==> src/rtl/logdrop_window_stream_pkg.sv <==
// logdrop_window_stream_pkg: shared window constants, mode encodings
// and the floor-log2 helper used by the shift calculation.
package logdrop_window_stream_pkg;

  localparam int WINLEN_DEF = 32;
  localparam int W = $clog2(WINLEN_DEF);
  localparam int SHIFT_W = $clog2(W);

  localparam logic MODE_RECT = 1'b0;
  localparam logic MODE_LOGDROP = 1'b1;

  // floor(log2(a)); -1 for a == 0
  function automatic int flog2(input logic [31:0] a);
    int r;
    r = -1;
    for (int i = 0; i < 32; i++)
      if (a[i]) r = i;
    return r;
  endfunction

endpackage

==> src/rtl/logdrop_window_stream_shift.sv <==
// logdrop_shift: window index + mode -> right-shift amount.
// Ports: t (index), mode (0=rect,1=logdrop), shift (amount).
module logdrop_shift
  import logdrop_window_stream_pkg::*;
#(
  parameter int IDX_W = 5,
  parameter int SH_W = 3
) (
  input  logic [IDX_W-1:0] t,
  input  logic             mode,
  output logic [SH_W-1:0]  shift
);

  logic [IDX_W-1:0] tm;
  logic [IDX_W-3:0] a;
  int               s;

  always_comb begin
    shift = '0;
    tm = t[IDX_W-1] ? ~t : t;
    a = tm[IDX_W-3:0];
    s = 0;
    // edge quarters only: distance from nearest edge sets the drop
    if (mode == MODE_LOGDROP && !(t[IDX_W-1] ^ t[IDX_W-2])) begin
      s = IDX_W - 2 - flog2(32'(a));
      shift = SH_W'(s);
    end
  end

endmodule

==> src/rtl/logdrop_window_stream.sv <==
// logdrop_window_stream: streaming multi-channel logdrop/rect windower.
// Ports: i_clk/i_rst, i_cg gate, valid/ready in (i_x), out (o_y,o_t,o_last).
module logdrop_window_stream
  import logdrop_window_stream_pkg::*;
#(
  parameter int N_CHAN = 2,
  parameter int DATA_W = 8,
  parameter int WINLEN = 32
) (
  input  logic                       i_clk,
  input  logic                       i_rst,
  input  logic                       i_cg,
  input  logic                       i_mode,
  input  logic                       i_restart,
  input  logic                       i_valid,
  output logic                       o_ready,
  input  logic [N_CHAN*DATA_W-1:0]   i_x,
  output logic                       o_valid,
  input  logic                       i_ready,
  output logic [N_CHAN*DATA_W-1:0]   o_y,
  output logic [$clog2(WINLEN)-1:0]  o_t,
  output logic                       o_last
);

  localparam int TW = $clog2(WINLEN);
  localparam int TSW = $clog2(TW);
  localparam logic [TW-1:0] T_LAST = TW'(WINLEN - 1);

  logic [TW-1:0]            t_q;
  logic                     mode_q;
  logic [TW-1:0]            t_use;
  logic                     mode_use;
  logic                     accept;
  logic                     transfer;
  logic [TSW-1:0]           shift;
  logic [N_CHAN*DATA_W-1:0] y;

  assign o_ready = i_cg && (!o_valid || i_ready);
  assign accept = i_valid && o_ready;
  assign transfer = i_cg && o_valid && i_ready;

  assign t_use = i_restart ? '0 : t_q;
  // a window start picks up the live mode for its own first sample
  assign mode_use = (t_use == '0) ? i_mode : mode_q;

  logdrop_shift #(
    .IDX_W (TW),
    .SH_W  (TSW)
  ) u_shift (
    .t     (t_use),
    .mode  (mode_use),
    .shift (shift)
  );

  for (genvar c = 0; c < N_CHAN; c++) begin : g_ch
    assign y[c*DATA_W +: DATA_W] = i_x[c*DATA_W +: DATA_W] >> shift;
  end

  always_ff @(posedge i_clk or posedge i_rst) begin
    if (i_rst) begin
      t_q     <= '0;
      mode_q  <= MODE_LOGDROP;
      o_valid <= 1'b0;
      o_y     <= '0;
      o_t     <= '0;
      o_last  <= 1'b0;
    end else if (i_cg) begin
      if (accept) begin
        t_q     <= t_use + 1'b1;
        o_valid <= 1'b1;
        o_y     <= y;
        o_t     <= t_use;
        o_last  <= (t_use == T_LAST);
        if (t_use == '0) mode_q <= i_mode;
      end else begin
        if (i_restart) t_q <= '0;
        if (transfer) o_valid <= 1'b0;
      end
    end
  end

endmodule

==> config.mk <==
export PLATFORM = sky130hd
export DESIGN_NAME = logdrop_window_stream
export DESIGN_NICKNAME = d
export VERILOG_FILES = /design/src/rtl/logdrop_window_stream_pkg.sv /design/src/rtl/logdrop_window_stream_shift.sv /design/src/rtl/logdrop_window_stream.sv
export SDC_FILE = /design/constraint.sdc
export NUM_CORES = 1
export LEC_CHECK = 0
export CAP_MARGIN = 10
export CORE_MARGIN = 3
export CORE_UTILIZATION = 40
export CTS_CLUSTER_DIAMETER = 120
export DETAILED_ROUTE_END_ITERATION = 10
export PLACE_DENSITY = 0.64
export SKIP_CTS_REPAIR_TIMING = 1
export SKIP_LAST_GASP = 1
export SLEW_MARGIN = 10
export SYNTH_ARGS = -nofsm -noshare
export SYNTH_HDL_FRONTEND = slang
export SYNTH_HIERARCHICAL = 1
export SYNTH_SLANG_ARGS = --single-unit
export TNS_END_PERCENT = 10
==> constraint.sdc <==
create_clock -name i_clk -period 2.9 [get_ports i_clk]
set_input_delay 0.58 -clock i_clk [delete_from_list [all_inputs] [get_ports i_clk]]
set_output_delay 0.58 -clock i_clk [all_outputs]
set_load 0.02 [all_outputs]
* Word level (Yosys, flattened, before mapping)
Cells that the tools add are included.
** Storage, ports and cells
- Register bits :: 29
- Output and inout port bits :: 24
- Input bits :: 23
** Operators by class
- Shift-type cells :: 2
- Reductions and logical operators :: 12
- Equality and inequality tests :: 1
- $add $sub $neg :: 2
- Bitwise gates (word level) :: 2
- Muxes and demuxes :: 11
** Operator list (count)
- $mux 3 :: 6
- $shr 8x3->8 :: 2
- $mux 5 :: 2
- $add 5x1->5 const B :: 1
- $eq 5x5->1 const B :: 1
- $logic_and 1x1->1 :: 5
- $logic_not 5->1 :: 1
- $reduce_and 2->1 :: 2
- $mux 1 :: 3
- $not 3->3 :: 1
- $sub 3x3->3 const A :: 1
- $logic_not 1->1 :: 2
- $reduce_bool 2->1 :: 1
- $logic_or 1x1->1 :: 1
- $xor 1x1->1 :: 1

* Logic depth before layout (Yosys ltp)
- Word-level depth :: 10
- Depth in mapped cells :: 13
- Mapped depth without buffers :: 10

* By module
The synthesis kept the hierarchy.
** By module, submodules not included
- logdrop_window_stream :: cells each 183, sequential area each 726.9 um^2, instances 1, area each 1724.2 um^2
- logdrop_shift :: cells each 16, sequential area each 0.0 um^2, instances 1, area each 96.3 um^2

* Worst setup path before layout
No wires, ideal clock.
- Path kind :: input to register
- Start :: input port i_restart
- End :: register o_y[0]
- Arrival time :: 2648 ps
- Stages on the path :: 12
- Setup slack :: 127 ps
- Path through :: clkbuf_2 nand2b_1 ha_1 o21ai_0 mux2_2 nor3b_2 o2bb2ai_1 buf_6 buf_12 mux2_1 o22ai_2 o31ai_2
** RTL lines
- start, declared :: RTL line logdrop_window_stream.sv:14 : input logic i_restart,
- $mux 5
- $logic_not 5->1 :: RTL line logdrop_window_stream.sv:44 : assign mode_use = (t_use == '0) ? i_mode : mode_q;
- $mux 1
- via mode_use :: RTL line logdrop_window_stream.sv:32 : logic mode_use;
- $logic_and 1x1->1 :: RTL line logdrop_window_stream_shift.sv:24 : if (mode == MODE_LOGDROP && !(t[IDX_W-1] ^ t[IDX_W-2])) begin
- $mux 3 :: RTL line logdrop_window_stream_shift.sv:24
- via shift[1] :: RTL line logdrop_window_stream.sv:35 : logic [TSW-1:0] shift;
- $shr 8x3->8 :: RTL line logdrop_window_stream.sv:56 : assign y[c*DATA_W +: DATA_W] = i_x[c*DATA_W +: DATA_W] >> shift;
- end signal, assigned :: RTL line logdrop_window_stream.sv:71 : o_y <= y;
- end, declared :: RTL line logdrop_window_stream.sv:20 : output logic [N_CHAN*DATA_W-1:0] o_y,
The timed path passes the listed nets, and every way through them passes these cells. The select of a mux whose other input is x is not followed.
A chain may end at the register's enable or synchronous reset.

* Final worst setup path
- Start :: input port i_restart
- End :: register o_y[9]
The elaborated chain is that of the path after synthesis.

==> results.sh <==
export IMPL_drt_iter0_drc=74
export IMPL_cp_end_kind="register"
export IMPL_p_total_mw=1.76
export IMPL_num_rows=23
export IMPL_holdPathStages=2
export IMPL_synth_cell_types=48
export IMPL_drtAntennaViolNets=0
export IMPL_fmax_mhz=358
export IMPL_synth_seq_cells=29
export IMPL_insertion_delay_ps=280
export IMPL_seq_area_frac_synth=0.399
export IMPL_synth_fa_ha_area_frac=0.0137
export IMPL_synth_enable_flop_cells=0
export IMPL_n_antenna_cell=0
export IMPL_reg2reg_from="t_q[1]"
export IMPL_cts_sinks=29
export IMPL_hpwlAfterDp_um=3310
export IMPL_routed_wl_met3_um=166
export IMPL_viasPerCell=5.17
export IMPL_maxCapViolCount=0
export IMPL_drive_gt1_frac=0.210
export IMPL_num_io_pins=47
export IMPL_required_ps=3070
export IMPL_cts_htree_levels=2
export IMPL_cts_tree="yes"
export IMPL_synth_top_family_by_area="simple AND/OR/NAND/NOR gates"
export IMPL_synth_flop_cell="dfrtp_1"
export IMPL_synth_most_common_cell="nand2_1"
export IMPL_first_pass_iters=4
export IMPL_dieArea_um2=5400
export IMPL_syn_to_final_growth_pct=39.6
export IMPL_fin_skew_ps=3.98
export IMPL_num_nets_final=286
export IMPL_synth_avg_cell_area_um2=9.15
export IMPL_fin_crit_ps=2790
export IMPL_yosysWarnings=6
export IMPL_wirelength_met1_um=2260
export IMPL_tightest_slew_ps=562
export IMPL_power_leakage_nw=1.11
export IMPL_core_region_area_um2=4200
export IMPL_wl_met2_um=1910
export IMPL_setup_tns_ps=0
export IMPL_cts_root_buffer_cell="clkbuf_8"
export IMPL_track_usage=0.175
export IMPL_io_buffers=46
export IMPL_status="finished clean"
export IMPL_clockBufferDepth=2
export IMPL_synthesis_instances=199
export IMPL_irDropWorstVdd_uv=393
export IMPL_die_h_um=73.5
export IMPL_min_from="o_last"
export IMPL_syn_area_um2=1820
export IMPL_yosysTopAreaCell="dfrtp_1"
export IMPL_cts_buffers=5
export IMPL_synth_top_cells_by_count="nand2_1, dfrtp_1, nor2_1, o21ai_0, a21oi_1"
export IMPL_grt_max_degree=30
export IMPL_route_detailed_drc=0
export IMPL_dr_max_layer_used="met4"
export IMPL_hold_viol_final=0
export IMPL_grt_pass1_vias=1519
export IMPL_rsz0062_at_grt="yes"
export IMPL_final_max_slew_violation_count=0
export IMPL_routabilityCongestion=0.893
export IMPL_overflow=0
export IMPL_setup_violations=0
export IMPL_final_cells=312
export IMPL_hp_class="register to register"
export IMPL_synth_compound_area_share=0.161
export IMPL_critPathArrivalTime_ps=2960
export IMPL_final_area_um2=2540
export IMPL_timing_final_crit_share=0.963
export IMPL_criticalPathCategory="primary input to register"
export IMPL_synthesis_nets=224
export IMPL_path_max_fanout=17
export IMPL_reg2reg_depth=10
export IMPL_detail_route_wirelength_um=4420
export IMPL_synthSimpleGateAreaFrac=0.217
export IMPL_start_util=0.433
export IMPL_holdPathEnd="o_last"
export IMPL_async_flop_share=1.00
export IMPL_placedCellCount=303
export IMPL_grt_pass1_wl_um=7210
export IMPL_vias=1613
export IMPL_die_x_um=73.5
export IMPL_startpoint_type="primary input"
export IMPL_power_density_nw_per_um2=693
export IMPL_wl_per_cell_um=14.2
export IMPL_regToRegEndpoint="o_y[9]"
export IMPL_ff2ff_setup_slack_ps=480
export IMPL_maxSlewHeadroom=0.625
export IMPL_grt_antenna_before_repair=0
export IMPL_dpl_cell_area_um2=2410
export IMPL_synth_top_area_share=0.385
export IMPL_synthMuxAreaShare=0.133
export IMPL_synth_xor_area_frac=0.00481
export IMPL_clk_pin_slew_ps=60
export IMPL_worst_hold_slack_ps=471
export IMPL_synthTopCellsByArea="dfrtp_1, nand2_1, mux2_2"
## state kept, by name (all words and copies together), names as in the netlist
name and count:
mode_q 1, o_last 1, o_t 5, o_valid 1, o_y 16, t_q 5
## per-layer routing
metal / global-route usage / up-vias
li1: - / 821
met5: 0 / -
met4: 0.0785 / 0
met1: 0.258 / 748
met2: 0.243 / 36
met3: 0.0369 / 8
## critical path, cell delays in order
cell	delay, ps
clkdlybuf4s50_1	430
nand2b_1	180
ha_1	210
o21ai_1	130
mux2_4	230
nor3b_2	190
o2bb2ai_2	150
buf_12	180
mux2_2	390
o22ai_1	190
o31ai_1	100
## final cells by class
class                   instances  area (um^2)
flip-flops and latches         29          727
clock inverters                 1         5.00
clock buffers                   7         96.3
well taps                      50         62.6
fillers                       381         1660
multi-input cells             150          993
repair buffers                 66          623
inverters                       9         33.8
## cell families after synthesis
logic type      count (synthesis)
buf+inv                        20
xor+xnor                        1
simple gates                   80
mux                            21
compound gates                 46
fa+ha+maj                       2
flops                          29
## worst max-delay path by stage
stage / startpoint / to / slack (ps) / depth (start not counted)
2_1_floorplan: i_restart / o_y[0] / 130 / 12
3_3_place_gp: i_restart / o_y[0] / -190 / 11
3_5_place_dp: i_restart / o_y[0] / -220 / 11
4_1_cts: i_restart / o_y[12] / 70 / 12
5_1_grt: i_restart / o_y[9] / -20 / 11
6_report: i_restart / o_y[9] / 110 / 11
## layout by cell type, fill, tap and decap left out, types with 3 or more instances in the layout
| cell type | instances |
|---|---|
| clkdlybuf4s50_1 | 46 |
| nand2_1 | 30 |
| dfrtp_1 | 28 |
| nor2_1 | 19 |
| buf_4 | 19 |
| o21ai_0 | 11 |
| a21oi_1 | 9 |
| mux2_2 | 8 |
| inv_1 | 8 |
| clkbuf_8 | 7 |
| nand2b_1 | 6 |
| o22ai_1 | 6 |
| mux2i_1 | 6 |
| mux2_4 | 4 |
| nand3_1 | 4 |
| o31ai_1 | 3 |
| and3_1 | 3 |
| o21ai_1 | 3 |
| nand4_1 | 3 |
## where the power goes
group          internal, mW  switching, mW
registers             0.511         0.0633
clock network         0.214          0.150
logic                 0.408          0.415
## through the flow
step            util  setup WS [ps]
2_1_floorplan      -            127
3_3_place_gp   0.573           -189
3_5_place_dp   0.573           -222
4_1_cts        0.597           70.9
5_1_grt        0.605          -17.9
6_report       0.605            109
Power figures use the tool's default switching activity.
